**config.mk**
```make
export PLATFORM = sky130hd
export DESIGN_NAME = branch_resolve_unit
export DESIGN_NICKNAME = d
export VERILOG_FILES = /design/src/rtl/branch_resolve_unit.sv
export SDC_FILE = /design/constraint.sdc
export NUM_CORES = 1
export LEC_CHECK = 0
export CORE_MARGIN = 1
export CORE_UTILIZATION = 25
export DETAILED_ROUTE_END_ITERATION = 12
export SYNTH_ARGS = -nofsm -noshare
export SYNTH_HDL_FRONTEND = slang
export SYNTH_SLANG_ARGS = --single-unit
export TNS_END_PERCENT = 100
```
**constraint.sdc**
```tcl
create_clock -name clk -period 3.2 [get_ports clk]
set_clock_uncertainty 0.05 [all_clocks]
set_input_delay 0.64 -clock clk [delete_from_list [all_inputs] [get_ports clk]]
set_output_delay 0.64 -clock clk [all_outputs]
set_load 0.01 [all_outputs]
```
**src/rtl/branch_resolve_unit.sv**
```systemverilog
// Branch resolution unit: tracks fetch predictions through D/E, resolves them in E,
// drives table updates, redirects and a fixed-length flush. Optional perf counters: BRU_PERF_EN.
module branch_resolve_unit #(
  parameter int unsigned FLUSH_CYCLES = 2,
  parameter int unsigned CNT_W        = 32
) (
  input  logic             clk,
  input  logic             rst_n,
  input  logic             f_valid,
  input  logic [31:0]      f_pc,
  input  logic             f_pred_taken,
  input  logic [31:0]      f_pred_pc,
  input  logic             stall,
  input  logic             e_is_branch,
  input  logic             e_is_jump,
  input  logic             e_taken,
  input  logic [31:0]      e_target,
  output logic             upd_bt,
  output logic [31:0]      pc_e,
  output logic             upd_taken,
  output logic [31:0]      upd_target,
  output logic             redirect_valid,
  output logic [31:0]      redirect_pc,
  output logic             flush,
  output logic [CNT_W-1:0] br_count,
  output logic [CNT_W-1:0] mispred_count
);

  typedef enum logic {IDLE, FLUSH} state_e;

  typedef struct packed {
    logic        valid;
    logic [31:0] pc;
    logic        pred_taken;
    logic [31:0] pred_pc;
  } slot_t;

  localparam logic [2:0] FLUSH_LAST = 3'(FLUSH_CYCLES - 1);

  slot_t       d_q, d_d, e_q, e_d, f_slot;
  state_e      state_q, state_d;
  logic [2:0]  fcnt_q, fcnt_d;
  logic [31:0] actual_next;
  logic        resolve, mispredict, upd;

  logic        upd_bt_q, upd_bt_d, upd_taken_q, upd_taken_d, redir_q, redir_d;
  logic [31:0] pc_e_q, pc_e_d, upd_target_q, upd_target_d, redir_pc_q, redir_pc_d;

  // Direction is implied by pred_pc, so the stored pred_taken bit has no consumer here.
  logic unused_pred_taken;
  assign unused_pred_taken = e_q.pred_taken;

  always_comb begin
    f_slot      = '{valid: f_valid, pc: f_pc, pred_taken: f_pred_taken, pred_pc: f_pred_pc};
    actual_next = (e_is_jump | (e_is_branch & e_taken)) ? e_target : e_q.pc + 32'd4;
    resolve     = e_q.valid & ~stall & (state_q == IDLE);
    mispredict  = resolve & (actual_next != e_q.pred_pc);
    upd         = resolve & (e_is_branch | e_is_jump);

    d_d     = d_q;
    e_d     = e_q;
    state_d = state_q;
    fcnt_d  = fcnt_q;

    if (state_q == FLUSH) begin
      // Flush wins over stall: both stages keep moving, carrying only bubbles.
      d_d       = f_slot;
      d_d.valid = 1'b0;
      e_d       = d_q;
      e_d.valid = 1'b0;
      if (fcnt_q == 3'd0) state_d = IDLE;
      else                fcnt_d  = fcnt_q - 3'd1;
    end else if (!stall) begin
      d_d = f_slot;
      e_d = d_q;
      if (mispredict) begin
        d_d.valid = 1'b0;
        e_d.valid = 1'b0;
        state_d   = FLUSH;
        fcnt_d    = FLUSH_LAST;
      end
    end

    upd_bt_d     = upd;
    pc_e_d       = upd ? e_q.pc : 32'd0;
    upd_taken_d  = upd & (e_is_jump | e_taken);
    upd_target_d = upd ? e_target : 32'd0;
    redir_d      = mispredict;
    redir_pc_d   = mispredict ? actual_next : 32'd0;
  end

  always_ff @(posedge clk or negedge rst_n) begin
    if (!rst_n) begin
      d_q          <= '0;
      e_q          <= '0;
      state_q      <= IDLE;
      fcnt_q       <= 3'd0;
      upd_bt_q     <= 1'b0;
      pc_e_q       <= 32'd0;
      upd_taken_q  <= 1'b0;
      upd_target_q <= 32'd0;
      redir_q      <= 1'b0;
      redir_pc_q   <= 32'd0;
    end else begin
      d_q          <= d_d;
      e_q          <= e_d;
      state_q      <= state_d;
      fcnt_q       <= fcnt_d;
      upd_bt_q     <= upd_bt_d;
      pc_e_q       <= pc_e_d;
      upd_taken_q  <= upd_taken_d;
      upd_target_q <= upd_target_d;
      redir_q      <= redir_d;
      redir_pc_q   <= redir_pc_d;
    end
  end

  assign upd_bt         = upd_bt_q;
  assign pc_e           = pc_e_q;
  assign upd_taken      = upd_taken_q;
  assign upd_target     = upd_target_q;
  assign redirect_valid = redir_q;
  assign redirect_pc    = redir_pc_q;
  assign flush          = (state_q == FLUSH);

`ifdef BRU_PERF_EN
  localparam logic [CNT_W-1:0] CNT_MAX = '1;
  logic [CNT_W-1:0] br_cnt_q, br_cnt_d, mis_cnt_q, mis_cnt_d;

  // Counters sample the registered pulses and stick at all-ones.
  always_comb begin
    br_cnt_d  = br_cnt_q;
    mis_cnt_d = mis_cnt_q;
    if (upd_bt_q && br_cnt_q != CNT_MAX)  br_cnt_d  = br_cnt_q + CNT_W'(1);
    if (redir_q && mis_cnt_q != CNT_MAX)  mis_cnt_d = mis_cnt_q + CNT_W'(1);
  end

  always_ff @(posedge clk or negedge rst_n) begin
    if (!rst_n) begin
      br_cnt_q  <= '0;
      mis_cnt_q <= '0;
    end else begin
      br_cnt_q  <= br_cnt_d;
      mis_cnt_q <= mis_cnt_d;
    end
  end

  assign br_count      = br_cnt_q;
  assign mispred_count = mis_cnt_q;
`else
  assign br_count      = '0;
  assign mispred_count = '0;
`endif

endmodule
```
# Yosys cells after proc, flatten, opt, wreduce, memory -nomap -nowiden
# Cells that the tools add are included.
# Widths: inputs -> output; s select.
# word_totals
elab_cells	52
output_inout_bits	164
inputBits	104
reg_bits	234
# classes
n_addsub	2
n_bitwise	11
mux	18
n_reduce_logical	3
n_eq_ne	3
# ops
operator	n
$mux 66	4
$mux 32	4
$add 32x3->32 const B	1
$ne 32x32->1	1
$mux 3	4
$and 1x1->1	6
$mux 1	6
$logic_not 3->1	1
$or 1x1->1	3
$reduce_and 3->1	1
$sub 3x1->3 const B	1
$ne 2x1->1 const B	1
$ne 2x2->1 const B	1
$not 1->1	2
$reduce_bool 2->1	1

# Longest topological paths before layout
# logic_depth
ltp_word	8
ltp_mapped	12
ltp_nobuf	9

# Worst setup path after synthesis
# Ideal clock, no wire load.
# synth_timing
kind	reg-to-reg
from	register e_q[36] (netlist bit)
to	register state_q (netlist: flush)
stages_incl_launch_ff	13
setup_slack_ns	0.001
arrival_ns	2.996
path_buffers	3
setup_ns	0.153
required_ns	2.997
path_cell_list	dfrtp_1 > ha_1 > nand4_2 > or4_1 > buf_2 > o31ai_1 > a31oi_1 > a2111oi_0 > o2111a_1 > and4_4 > buf_6 > buf_4 > o21ai_0
# synth_via
elab_chain_cells	7
# synth_lines
element	line_no	rtl
start, declared	40	slot_t d_q, d_d, e_q, e_d, f_slot;
start signal, assigned	95	e_q <= '0;
start signal, assigned	106	e_q <= e_d;
$add 32x3->32	55	actual_next = (e_is_jump | (e_is_branch & e_taken)) ? e_target : e_q.pc + 32'd4;
$mux 32	55	
$ne 32x32->1	57	mispredict = resolve & (actual_next != e_q.pred_pc);
$and 1x1->1	57	
$mux 1	76	if (mispredict) begin
$mux 1	73	end else if (!stall) begin
$mux 1	65	if (state_q == FLUSH) begin
via state_d	41	state_e state_q, state_d;
end signal, assigned	107	state_q <= state_d;
end, declared	41	
# The timed path passes the listed nets, and every way through them passes these cells.
# A chain may end at the register's enable or synchronous reset.

# Worst setup path after layout
# layout_timing
from	register e_q[36] (netlist bit)
to	register redir_pc_q[2] (netlist: redirect_pc[2])
# layout_via
elab_chain_cells	5
# layout_lines
element	line_no	rtl
$add 32x3->32	55	
$mux 32	55	
$ne 32x32->1	57	
$and 1x1->1	57	
$mux 32	89	redir_pc_d = mispredict ? actual_next : 32'd0;
via redir_pc_d[2]	47	logic [31:0] pc_e_q, pc_e_d, upd_target_q, upd_target_d, redir_pc_q, redir_pc_d;
end signal, assigned	114	redir_pc_q <= redir_pc_d;
end, declared	47	
# The timed path passes the listed nets, and every way through them passes these cells.

==> run metrics <==
DR WL/cell=19.7 µm; Slew @ Worst Pin=708 ps; synthesized cell area=0.0109 mm²; Area Growth Syn to Fin=42.1%; Die Y=211 µm; pin count of the biggest net entering global routing=82; GRT Total Usage=16.4%; commonest cells after routing, fill and taps aside=dfrtp_1 (233), clkdlybuf4s50_1 (201), buf_4 (115); Logic pwr share=35.4%; detailed placer's ending HPWL=28400 µm; Final min period=3160 ps; Leak=6.60 nW; internal power=7.47 mW; dpl cells=1821; r2r startpoint=e_q[36]; cts hold-fix bufs=0; Yosys cell types=66; Startpoint Class=flip-flop; Clk Latency, worst-skew pair=550 ps; total power=11.4 mW; top_reg_cell synth=dfrtp_1; crit share post-route=98.8%; Max Cap Viol=0; DRC violations left=0; CP Launch Point=e_q[36]; Seq pwr share=37.3%; Post-Syn Instances=970; Sw Pwr=3.90 mW; maximum VDD drop=0.000343 V; drt first pass iters=5; CTS tree=done; ys async rst share=100%; Fmax=0.316 GHz; antenna violations before repair=8; commonest non-fill, non-tap cell in the layout=dfrtp_1; first-pass GRT wire length=54300 µm; register area share after synthesis=53.4%; CTS Buf Count=27; Relative slew margins=52.8%; port bufs=202; layout cells sized above 1=25.7%; #FFs+latches synth=233; DRT Wirelength=36900 µm; synth warn=0; clk slew on worst S/H paths=60 ps; CTS Sinks=233; number of global-route vias before repair=8433; GRT overflow=0; required time of the critical path=3580 ps; Final Slew Violations=0; global placer's final weighted congestion=0.904; critical path endpoint category=flip-flop; HP Class=primary input to async pin; vias=8390; EDFF count, synth=0; arrival time worst endpoint=3540 ps; Die ar.=0.0445 mm²; IO Pins=268; CP Max Fanout=7; Max clock buf depth=3; sw frac=34.3%; initial core utilization=25.3%; Finished Layout Cells=1875; final net count=1377; Routed Antenna Nets=0; placement row count=76; RSZ-0062 raised after global routing=yes; Die Width=211 µm; Syn Area/Cell=11.2 µm²; Clock Root Buffer=clkbuf_16; Core Region=0.0431 mm²; worst hold margin=56.6 ps; Clock Power Share=27.2%; Crit Path Class=flip-flop to flip-flop; Final Setup Violations=0; Fill cells=4297; vias per cell=4.47; final hold vios=0; PwrDens=733 mW/mm²; Starting DRT DRC Count=523; outcome=complete, no violations; CTS H-tree lvls=1
-- power groups by stage --
stage               clock (mW)  sequential (mW)  combinational, mW
finish                    3.10             4.25               4.03
detailed placement           0             4.30               3.83
CTS                       3.19             4.25               3.91
floorplan                    0             4.10               2.17
global route              3.30             4.34               4.34
global placement             0             4.28               3.80
-- per-layer routing --
layer	track usage, %	vias to the layer above	wire length (µm)
li1	-	3862	-
met1	22.3	4215	16700
met2	25.4	245	16600
met3	4.06	60	2340
met4	5.92	8	1140
met5	0	-	48
-- layout make-up --
cell class	instances	area, µm²	share of cell area [%]
well taps	585	732	4.72
multi-input cells	652	4800	30.9
repair buffers	331	3150	20.3
clock inverters	8	125	0.807
diodes	4	10.0	0.0646
flip-flops and latches	233	5830	37.6
inverters	25	93.8	0.605
clock buffers	37	763	4.92
-- metrics by stage --
stage,area (µm²),utilization [%],setup TNS [ps],setup WS [ps]
5_1_grt,15500,36.0,-1670,-71.6
3_5_place_dp,14200,33.1,-12230,-356
3_3_place_gp,14200,33.1,-12210,-351
2_1_floorplan,11100,-,0,0.713
6_report,15500,36.0,0,39.6
4_1_cts,15200,35.3,0,17.9
-- cells in the mapped netlist (4+ instances only) --
master / number / share of area (%)
nor4_1: 19 / 1.1
a211oi_2: 6 / 0.69
clkbuf_1: 43 / 1.5
or4_1: 4 / 0.28
nand3_1: 18 / 0.83
a31oi_1: 9 / 0.52
xnor2_1: 24 / 1.9
and3_1: 6 / 0.34
buf_2: 9 / 0.41
nand2b_1: 11 / 0.63
buf_1: 4 / 0.14
buf_4: 65 / 4.5
o211ai_1: 8 / 0.55
o31ai_1: 9 / 0.62
a21oi_1: 19 / 0.87
dfrtp_1: 233 / 53
nor2_1: 54 / 1.9
o21ai_0: 33 / 1.5
o22ai_1: 5 / 0.29
nor4_2: 4 / 0.46
inv_1: 25 / 0.86
nand2_1: 58 / 2.0
nor3_1: 29 / 1.3
nand4_1: 15 / 0.86
xor2_1: 24 / 1.9
mux2_2: 110 / 11
and2_1: 60 / 3.4
-- flip-flops by register name, indices dropped and copies added, names as in the netlist --
signal          count
d_q                65
flush               1
upd_target         32
redirect_pc        32
pc_e               32
upd_taken           1
e_q                65
redirect_valid      1
upd_bt              1
fcnt_q              3
-- final timing paths --
check | cells past startpoint | slack [ps] | to
max | 10 | 40 | redirect_pc[2]
min | 1 | 60 | e_q[47]
max reg2reg | 10 | 40 | redirect_pc[2]
min reg2reg | 2 | 440 | e_q[45]
max in group asynchronous | 2 | 2190 | upd_target[28]
min in group clk | 2 | 440 | e_q[45]
-- repair_timing --
| item | in CTS | in global routing |
|---|---|---|
| endpoints found under the setup margin | 39 | 39 |
| pin swaps | 2 | 25 |
| hold endpoints to repair | 0 | 0 |
| cloned | 0 | 2 |
| setup buffers | 1 | 3 |
| resized for setup | 13 | 35 |
-- worst max-delay path: stages, from the launching register on --
cell and delay (ps):
dfrtp_1 350, ha_2 220, nand4_4 90, or4_4 590, or4_4 570, a31oi_4 240
a2111oi_4 110, o2111a_1 170, and4_4 210, buf_12 170, a2111oi_4 270
-- cell families after synthesis --
kind of cell               after synthesis  synth area share, %
and+or+nand+nor                        296                 14.5
xor gates and xnor gates                51                 4.47
muxes                                  112                 11.5
adders and majority gates                3                0.344
AOI/OAI and AO/OA                      126                 8.12
DFF                                    233                 53.4
other                                    1               0.0344
buffers and inverters                  148                 7.57
(Power assumes the default switching activity.)
